==> src/rtl/cpu_types_pkg.sv <==
// Shared CPU-side types: data-cache address view, frame layout and controller states.
package cpu_types_pkg;

   typedef logic [31:0] word_t;

   localparam int unsigned DC_SETS = 8;
   localparam int unsigned DC_IDXW = $clog2(DC_SETS);
   localparam int unsigned DC_TAGW = 29 - DC_IDXW;

   typedef struct packed {
      logic [DC_TAGW-1:0] tag;
      logic [DC_IDXW-1:0] idx;
      logic               blkoff;
      logic [1:0]         bytoff;
   } dcachef_t;

   // Frame tag is kept zero-extended to 29 bits so any SETS >= 2 fits.
   typedef struct packed {
      logic         valid;
      logic         dirty;
      logic [28:0]  tag;
      word_t [1:0]  word;
   } dcache_frame_t;

   typedef enum logic [3:0] {
      IDLE, WB0, WB1, LD0, LD1, FLUSH, FW0, FW1, DONE
   } dcache_state_t;

   function automatic word_t dc_addr(input logic [28:0] tag, input logic [28:0] idx,
                                     input logic blk, input int unsigned idxw);
      return (word_t'(tag) << (3 + idxw)) | (word_t'(idx) << 3) | (word_t'(blk) << 2);
   endfunction

endpackage

==> src/rtl/dcache_frame_array.sv <==
// Frame storage for the direct-mapped data cache: combinational read and
// synchronous update at a single index, valid/dirty cleared by reset.
module dcache_frame_array
   import cpu_types_pkg::*;
#(
   parameter int unsigned SETS = DC_SETS
) (
   input  logic                    CLK,
   input  logic                    RST,
   input  logic [$clog2(SETS)-1:0] idx,
   input  logic                    word_we,
   input  logic                    word_sel,
   input  word_t                   word_data,
   input  logic                    dirty_set,
   input  logic                    dirty_clr,
   input  logic                    fill_done,
   input  logic [28:0]             fill_tag,
   output dcache_frame_t           frame
);

   logic [SETS-1:0] valid;
   logic [SETS-1:0] dirty;
   logic [28:0]     tags  [SETS];
   word_t           words [SETS][2];

   always_ff @(posedge CLK or posedge RST) begin
      if (RST) begin
         valid <= '0;
         dirty <= '0;
      end else begin
         if (fill_done) begin
            valid[idx] <= 1'b1;
            dirty[idx] <= 1'b0;
         end else if (dirty_set) begin
            dirty[idx] <= 1'b1;
         end else if (dirty_clr) begin
            dirty[idx] <= 1'b0;
         end
      end
   end

   // Data and tags need no reset: a frame is meaningless until valid is set.
   always_ff @(posedge CLK) begin
      if (word_we)   words[idx][word_sel] <= word_data;
      if (fill_done) tags[idx]            <= fill_tag;
   end

   assign frame = {valid[idx], dirty[idx], tags[idx], words[idx][1], words[idx][0]};

endmodule

==> src/rtl/dcache_responder.sv <==
// Direct-mapped write-back L1 data cache with 2-word blocks, single-word
// memory port with dwait handshake, and halt-triggered flush of dirty frames.
module dcache_responder
   import cpu_types_pkg::*;
#(
   parameter int unsigned SETS = DC_SETS,
   parameter int unsigned BLKW = 2
) (
   input  logic        CLK,
   input  logic        RST,
   input  logic        halt,
   input  logic        dmemREN,
   input  logic        dmemWEN,
   input  logic [31:0] dmemaddr,
   input  logic [31:0] dmemstore,
   output logic        dhit,
   output logic [31:0] dmemload,
   output logic        flushed,
   output logic        dREN,
   output logic        dWEN,
   output logic [31:0] daddr,
   output logic [31:0] dstore,
   input  logic        dwait,
   input  logic [31:0] dload
);

   localparam int unsigned IDXW = $clog2(SETS);

   dcache_state_t   state, next;
   logic [IDXW:0]   setcnt;
   logic            cnt_inc;
   logic            last_set;
   logic [IDXW-1:0] req_idx, idx;
   logic [28:0]     req_tag;
   logic            blk;
   logic            hit;
   dcache_frame_t   frame;

   logic  word_we, word_sel, dirty_set, dirty_clr, fill_done;
   word_t word_data;

   assign req_idx  = dmemaddr[2+IDXW:3];
   assign req_tag  = 29'(dmemaddr >> (3 + IDXW));
   assign blk      = dmemaddr[2];
   assign idx      = (state inside {FLUSH, FW0, FW1}) ? setcnt[IDXW-1:0] : req_idx;
   assign last_set = (setcnt == (IDXW+1)'(SETS - 1));
   assign hit      = (dmemREN || dmemWEN) && frame.valid && (frame.tag == req_tag);

   dcache_frame_array #(.SETS(SETS)) u_frames (
      .CLK       (CLK),
      .RST       (RST),
      .idx       (idx),
      .word_we   (word_we),
      .word_sel  (word_sel),
      .word_data (word_data),
      .dirty_set (dirty_set),
      .dirty_clr (dirty_clr),
      .fill_done (fill_done),
      .fill_tag  (req_tag),
      .frame     (frame)
   );

   always_ff @(posedge CLK or posedge RST) begin
      if (RST) begin
         state  <= IDLE;
         setcnt <= '0;
      end else begin
         state <= next;
         if (cnt_inc) setcnt <= setcnt + (IDXW+1)'(1);
      end
   end

   always_comb begin
      next      = state;
      dhit      = 1'b0;
      dmemload  = '0;
      dREN      = 1'b0;
      dWEN      = 1'b0;
      daddr     = '0;
      dstore    = '0;
      flushed   = 1'b0;
      word_we   = 1'b0;
      word_sel  = 1'b0;
      word_data = '0;
      dirty_set = 1'b0;
      dirty_clr = 1'b0;
      fill_done = 1'b0;
      cnt_inc   = 1'b0;
      case (state)
         IDLE: begin
            if (halt) begin
               next = FLUSH;
            end else if (dmemREN || dmemWEN) begin
               if (hit) begin
                  dhit = 1'b1;
                  if (dmemREN) dmemload = frame.word[blk];
                  if (dmemWEN) begin
                     word_we   = 1'b1;
                     word_sel  = blk;
                     word_data = dmemstore;
                     dirty_set = 1'b1;
                  end
               end else if (frame.valid && frame.dirty) begin
                  next = WB0;
               end else begin
                  next = LD0;
               end
            end
         end
         WB0, WB1: begin
            dWEN   = 1'b1;
            daddr  = dc_addr(frame.tag, 29'(idx), state == WB1, IDXW);
            dstore = frame.word[state == WB1];
            if (!dwait) next = (state == WB0) ? WB1 : LD0;
         end
         LD0, LD1: begin
            dREN  = 1'b1;
            daddr = dc_addr(req_tag, 29'(idx), state == LD1, IDXW);
            if (!dwait) begin
               word_we   = 1'b1;
               word_sel  = (state == LD1);
               word_data = dload;
               if (state == LD0) begin
                  next = LD1;
               end else begin
                  fill_done = 1'b1;
                  next      = IDLE;
               end
            end
         end
         FLUSH: begin
            if (frame.valid && frame.dirty) begin
               next = FW0;
            end else begin
               cnt_inc = 1'b1;
               next    = last_set ? DONE : FLUSH;
            end
         end
         FW0, FW1: begin
            dWEN   = 1'b1;
            daddr  = dc_addr(frame.tag, 29'(idx), state == FW1, IDXW);
            dstore = frame.word[state == FW1];
            if (!dwait) begin
               if (state == FW0) begin
                  next = FW1;
               end else begin
                  dirty_clr = 1'b1;
                  cnt_inc   = 1'b1;
                  next      = last_set ? DONE : FLUSH;
               end
            end
         end
         DONE:    flushed = 1'b1;
         default: next = IDLE;
      endcase
   end

endmodule

==> config.mk <==
export PLATFORM = sky130hd
export DESIGN_NAME = dcache_responder
export DESIGN_NICKNAME = d
export VERILOG_FILES = /design/src/rtl/cpu_types_pkg.sv /design/src/rtl/dcache_frame_array.sv /design/src/rtl/dcache_responder.sv
export SDC_FILE = /design/constraint.sdc
export NUM_CORES = 1
export LEC_CHECK = 0
export CORE_UTILIZATION = 25
export DETAILED_ROUTE_END_ITERATION = 8
export GPL_TIMING_DRIVEN = 0
export HOLD_SLACK_MARGIN = 0.1
export PLACE_DENSITY = 0.46
export SLEW_MARGIN = 10
export SYNTH_ARGS = -nofsm -noshare
export SYNTH_HDL_FRONTEND = slang
export SYNTH_HIERARCHICAL = 1
export SYNTH_SLANG_ARGS = --single-unit
==> constraint.sdc <==
create_clock -name CLK -period 17.03 [get_ports CLK]
set_clock_uncertainty 0.2 [all_clocks]
set_input_delay 2.5545 -clock CLK [delete_from_list [all_inputs] [get_ports CLK]]
set_output_delay 2.5545 -clock CLK [all_outputs]
set_load 0.01 [all_outputs]
* Word-level counts from Yosys, hierarchy flattened
Memory sizes are Yosys's and may differ from the RTL's. Cells that the tools add are included.
Word-level totals: register bits after elaboration 24, memory bits (writable) 720, input port bits 102, word-level logic and storage cells 130, memories 2
Memory list:
- u_frames.words | depth 8, width 64, read ports 1, clocked after Yosys merged registers in 0, write ports 1, line dcache_frame_array.sv:24 | word_t words [SETS][2];
- u_frames.tags | depth 8, width 26, read ports 1, clocked after Yosys merged registers in 0, write ports 1, line dcache_frame_array.sv:23 | logic [28:0] tags [SETS];
Cells by class: $add $sub $neg 1, order comparisons 7, equal/unequal tests 15, multiplexer cells 76, bitwise gates (word level) 11, reduce and logical (&&, ||, !) cells 14
Operator list (count):
- 2-to-1 mux 32 bit | 17
- one-hot mux 32 bit (2 select lines) | 2
- OR 32 x 3 -> 32 bit | 3
- one-hot mux 32 bit (3 select lines) | 1
- 2-to-1 mux 64 bit | 1
- OR 32 x 6 -> 32 bit | 2
- 2-to-1 mux 4 bit | 9
- demux 32 bit (select 1 bit) | 1
- 2-to-1 mux 1 bit | 32
- equality test 29 x 26 -> 1 bit | 1
- 2-to-1 mux 8 bit | 3
- one-hot mux 4 bit (6 select lines) | 1
- equality test 4 x 3 -> 1 bit (second input constant) | 5
- OR 8 bit | 2
- AND 8 bit | 1
- equality test 4 x 2 -> 1 bit (second input constant) | 2
- inverter 8 bit | 1
- binary-select mux 1 bit (select 3 bit) | 2
- less-than comparator 1 x 2 -> 1 bit (second input constant) | 3
- 2-to-1 mux 3 bit | 2
- inequality test 2 bit (second input constant) | 3
- inequality test 3 bit (second input constant) | 2
- one-hot mux 1 bit (2 select lines) | 3
- AND reduction 6 bit | 1
- other kinds (17) | 24

* Logic depth before layout (Yosys ltp)
Gate-level depths: netlist of run 1.
depth in word-level cells 17, depth in mapped cells 20, mapped depth without buffers 14

* Modules after synthesis
Netlist of run 1, hierarchy kept.
Modules (own cells, without submodules):
- dcache_frame_array | times used 1, cells an instance 1331, area each 28921.5 sq um
- dcache_responder | times used 1, cells an instance 418, area each 3213.1 sq um

* Worst setup path before layout of run 1
OpenSTA, ideal clock, no wires.
kind input to register, start input port dmemaddr[3], end memory u_frames/words[4][0] (netlist name) (enable), library setup time 461 ps, arrival time 7419 ps, data required time 16369 ps, path slack 8950 ps, stages on the path 14, path buffers 4, cells stage by stage mux2_2 > buf_4 > buf_6 > mux4_2 > mux2_2 > xnor2_1 > nand4_1 > nor4_2 > and4_1 > buf_6 > buf_12 > a21o_1 > nand2_1 > nor3_1
RTL lines:
- from (decl) | line dcache_responder.sv:14 | input logic [31:0] dmemaddr,
- to (decl) | line dcache_frame_array.sv:24

==> results of run 1 <==
## flip-flops by register name, indices dropped and copies added (netlist names), named ones only
signal,count
u_frames/tags,232
u_frames/valid,8
state,4
setcnt,4
u_frames/words,512
## cells by family after synthesis
logic type | share of synthesized area [%]
DFF | 71.4
muxes | 15.4
and+or+nand+nor | 3.77
AOI/OAI and AO/OA | 6.32
buffers and inverters | 2.23
xor gates and xnor gates | 0.818
adders and majority gates | 0.0389
other | 0.0117
## cell usage after synthesis (all sizes together), types with 2 or more instances
library cell  instances  area [sq um]
a22oi                60           450
a32oi                 6          52.6
dfrtp                24           601
xnor2                28           245
xor2                  2          17.5
clkbuf               39           146
nand3b                2          15.0
mux2                 76           856
o21ai                12          60.1
nor3                 12          75.1
nor2b                11          68.8
and3                  2          13.8
a31oi                 2          12.5
and3b                 2          17.5
o221ai               13           114
nor2                103           392
a21oi                 4          20.0
mux4                146          3290
nor4                  4          31.3
o22a                 25           219
nand2b                4          25.0
buf                  81           536
nand4                 8          50.1
and2                  6          37.5
a221o                14           140
inv                   9          33.8
edfxtp              744         22300
a22o                 92           818
mux2i                81           811
o2bb2ai               5          43.8
or2                  11          68.8
nand3                 5          25.0
o22ai                 3          18.8
nand2                99           372
## power breakdown
group	leakage [nW]	internal [mW]	switching (mW)
logic	4.71	1.17	1.74
registers	7.15	2.21	0.0259
clock network	1.27	0.976	0.758
total	13.1	4.36	2.52
## worst max-delay path by stage
stage                     slack (ns)                    end  cells after the start
after floorplan                 8.95   u_frames/words[4][0]                     14
after global placement          3.45  u_frames/words[2][12]                     17
after detailed placement        5.73           dmemload[26]                     15
after CTS                       5.70           dmemload[26]                     15
after global routing            5.37           dmemload[26]                     15
final                           5.47           dmemload[26]                     15
## area by class of cell
cell class / count / area [sq um]
Inverter: 9 / 33.8
Sequential cell: 768 / 22900
Clock inverter: 46 / 413
Tap cell: 1662 / 2080
Fill cell: 12449 / 87700
Clock buffer: 101 / 2170
Buffer: 120 / 682
Multi-Input combinational cell: 877 / 8720
Timing Repair Buffer: 248 / 2780
## worst reg2reg max path, delay by kind of cell, from the launching register on
family / cells / cell delay [ns]
xor+xnor: 1 / 0.15
flops: 1 / 0.41
mux: 1 / 0.35
compound gates: 1 / 0.16
simple gates: 9 / 2.94
buf+inv: 10 / 3.27
## metrics by stage
step / power [mW] / worst slack, ns / instances / area, sq um
3_3_place_gp: 5.14 / 3.45 / 3632 / 36300
2_1_floorplan: 3.93 / 8.95 / 1774 / 32200
5_1_grt: 7.15 / 5.37 / 3831 / 39800
6_report: 6.88 / 5.47 / 3831 / 39800
3_5_place_dp: 5.19 / 5.73 / 3684 / 37200
4_1_cts: 6.94 / 5.70 / 3831 / 39800
## routing by layer
layer / track usage (%) / wire [um]
met1: 23.3 / 48800
met2: 25.3 / 49000
met3: 3.17 / 7030
met4: 2.65 / 1310
met5: 0 / 7
==> flow_summary.yaml, run 1 <==
run_status:
  status: "completed"
global_route:
  grt_pass1_vias: 18941
  grt_usage_pct: 16.1
  grt_antenna_before_repair: 4
  grt_pass1_wl_um: 149000
  grt_overflow: 0
  grt_max_degree: 19
layout:
  utilization_pct: 31.2
  drive_gt1_share_pct: 24.0
  final_cell_mix: "edfxtp_1 (744), clkdlybuf4s50_1 (196), mux4_2 (146)"
  final_common_cell: "edfxtp_1"
  final_net_count: 2208
  syn_to_final_growth_pct: 23.9
  num_antenna_cells: 0
critical_path:
  worstSetupStartpoint: "dmemaddr[4]"
  max_stage_delay_ns: 0.72
  worstSetupPathType: "input port to primary output"
  cp-end-kind: "primary output"
  crit_chain: "clkdlybuf4s50_1 > mux2_2 > buf_2 > buf_4 > buf_4 > clkbuf_1 > nand2_1 > nand2_1 > xnor2_1 > nand4_1 > nor4_2 > nand4_1 > buf_2 > nor2_1 > clkdlybuf4s50_1"
  reg2reg_slack_ns: 9.24
  critPathTopFamily: "buffers and inverters"
  critPathMaxFanout: 10
  ff2ff_path_depth: 22
  r2r_start: "state[2]"
  slowest_stage: "nand4_1"
  startpoint_type: "input port"
  worst-endpoint-required_ns: 14.28
  r2r_end: "u_frames/words[4][23]"
  path_buf_inv: 7
  arrival_ns: 8.80
synth:
  avgSynthCellArea_sq_um: 18.4
  synth-edff-count: 744
  syn_area_sq_um: 32100
  ys_seq_area_share_pct: 71.4
  async_flop_share_pct: 3.13
  synthCells: 1749
  ys_types: 59
  yosys_most_used_dff: "edfxtp_1"
  yosysWarnings: 6
  ys_ff_latch: 768
die:
  start_util_pct: 25.2
  die_x_um: 361
  rows: 131
  core_region_area_sq_um: 128000
  die_h_um: 361
  dieArea_sq_um: 130000
  pin_count: 202
routing:
  ant_nets: 0
  wire_per_inst_um: 27.7
  drtPass1Iterations: 5
  vias: 18612
  drc_errors: 0
  routed_wirelength_um: 106000
  via_per_inst: 4.86
  drt_iter0_markers: 1927
cts:
  htree_levels: 3
  cts_setup_buffers: 0
  clkSlewWorstSetupHoldPaths_ns: 0.06
  clockBufferDepth: 3
  cts_tree: "yes"
  clk-insertion-delay-late_ns: 0.65
  clock-root-buffer: "clkbuf_16"
  cts_made_buffers: 81
  ctsResizeCount: 0
  clkSinkCount: 768
  holdBufCountCts: 0
timing:
  worst_pin_slew_ns: 1.14
  period_share_pct: 67.9
  hold_viol: 0
  slew_viol_final: 0
  rsz0062_at_grt: "false"
  whs_ns: 0.271
  setup_violations: 0
  clock.fmax_mhz: 86.5
  fin_crit_ns: 11.56
  tns_ns: 0
  slew_headroom_pct: 23.0
worst_hold_path:
  holdPathEnd: "u_frames/valid[2]"
  hp-class: "flip-flop to flip-flop"
  worstHoldStart: "u_frames/valid[2]"
  whs_path_depth: 1
pwr:
  max-vdd-ir-drop_mv: 0.0894
  power.density_nw_per_um2: 173
  p_leak_nw: 13.1
placed_design:
  port_buffers: 196
  hpwl_um: 74100
  routabilityCongestion: 0.834
run:
  cap_violations: 0
No activity file was read; power rests on OpenSTA's default activity.
==> inputs of run 2 (changes only) <==
- PLACE_DENSITY: 0.46 -> 0.48
- clock period: 17.03 -> 10.2 ns (I/O delays scaled with it)
==> flow_summary.yaml, run 2 (synthesis results as in run 1) <==
run_status:
  status: "completed"
critical_path:
  worst-endpoint-required_ns: 8.47
  crit_chain: "clkdlybuf4s50_1 > mux2_2 > buf_2 > buf_4 > buf_4 > clkbuf_1 > nand2_1 > nand2_1 > xnor2_1 > nand4_1 > nor4_2 > nand4_1 > buf_2 > nor2_1 > clkdlybuf4s50_1"
  startpoint_type: "input port"
  path_buf_inv: 7
  max_stage_delay_ns: 0.76
  cp.depth: 15
  ff2ff_path_depth: 21
  cp-end-kind: "primary output"
  critPathTopFamily: "buffers and inverters"
  slowest_stage: "nor2_1"
  r2r_end: "u_frames/words[4][4]"
  arrival_ns: 7.62
  r2r_start: "state[2]"
  worstSetupStartpoint: "dmemaddr[4]"
  worstSetupPathType: "input port to primary output"
  reg2reg_slack_ns: 2.72
  critPathMaxFanout: 10
  crit_end: "dmemload[26]"
global_route:
  grt_pass1_vias: 19283
  grt_antenna_before_repair: 1
  grt_usage_pct: 15.9
  grt_overflow: 0
  grt_pass1_wl_um: 147000
  grt_max_degree: 19
timing:
  period_share_pct: 91.7
  slew_viol_final: 0
  tns_ns: 0
  whs_ns: 0.268
  hold_viol: 0
  postLayoutSetupSlackWorst_ns: 0.848
  worst_pin_slew_ns: 1.23
  fin_crit_ns: 9.35
  slew_headroom_pct: 17.3
  setup_violations: 0
  clock.fmax_mhz: 107
  rsz0062_at_grt: "false"
cts:
  cts_setup_buffers: 0
  clkSlewWorstSetupHoldPaths_ns: 0.05
  cts_made_buffers: 80
  clockBufferDepth: 3
  clk-insertion-delay-late_ns: 0.65
  ctsResizeCount: 0
  clkSinkCount: 768
  htree_levels: 3
  cts_tree: "yes"
  holdBufCountCts: 0
  clock-root-buffer: "clkbuf_16"
placed_design:
  routabilityCongestion: 0.859
  dpl_worst_slack_ns: 0.945
  dp_cells: 3682
  postPlaceCellArea_sq_um: 37200
  port_buffers: 196
  hpwl_um: 74100
layout:
  multiInputGateArea_sq_um: 8720
  regMostFlops: "u_frames/words"
  ff_latch_area_sq_um: 22900
  top_regs: "u_frames/words (512), u_frames/tags (232), u_frames/valid (8)"
  final_cell_mix: "edfxtp_1 (744), clkdlybuf4s50_1 (196), mux4_2 (146)"
  syn_to_final_growth_pct: 23.9
  finalNonFillerCells: 3827
  finalInstanceArea_sq_um: 39800
  final_net_count: 2205
  fillers: 12438
  largest_reg_flops: 512
  drive_gt1_share_pct: 23.9
  final_common_cell: "edfxtp_1"
  utilization_pct: 31.2
worst_hold_path:
  hp-class: "flip-flop to flip-flop"
  worstHoldStart: "u_frames/valid[3]"
routing:
  routed_wirelength_um: 105000
  via_per_inst: 4.88
  vias: 18679
  drtPass1Iterations: 5
  drt_iter0_markers: 2062
  wire_per_inst_um: 27.4
  ant_nets: 0
  drc_errors: 0
pwr:
  p_leak_nw: 13.1
  max-vdd-ir-drop_mv: 0.156
  total_power_mw: 11.5
  power.density_nw_per_um2: 289
die:
  start_util_pct: 25.2
  die_h_um: 361
  die_x_um: 361
  pin_count: 202
  rows: 131
  core_region_area_sq_um: 128000
  dieArea_sq_um: 130000
run:
  cap_violations: 0
[run 2: cell type report]
type	instances	share of cell area, %
Tap cell	1662	5.22
Buffer	120	1.72
Clock buffer	107	5.47
Antenna cell	2	0.0126
Timing Repair Buffer	246	6.98
Sequential cell	768	57.6
Inverter	9	0.0849
Clock inverter	36	0.981
Multi-Input combinational cell	877	21.9
[run 2: worst min path at each step]
stage                     cells after the start           endpoint
after CTS                                     1  u_frames/valid[1]
after global routing                          1  u_frames/valid[6]
after floorplan                               1  u_frames/valid[2]
after global placement                        1  u_frames/valid[7]
final                                         1  u_frames/valid[3]
after detailed placement                      1  u_frames/valid[6]
[run 2: power by group]
part           switching, mW  total [mW]  internal (mW)
combinational           2.92        4.88           1.96
sequential            0.0435        3.73           3.69
clock                   1.22        2.88           1.66
total                   4.18        11.5           7.31
[run 2: routing by layer]
metal  track usage (%)  vias up  wire [um]
li1                  -     7833          -
met5                 0        -          0
met1              23.3     9924      48300
met3              2.88      115       7530
met2              24.5      807      47000
met4              3.31        0       1820
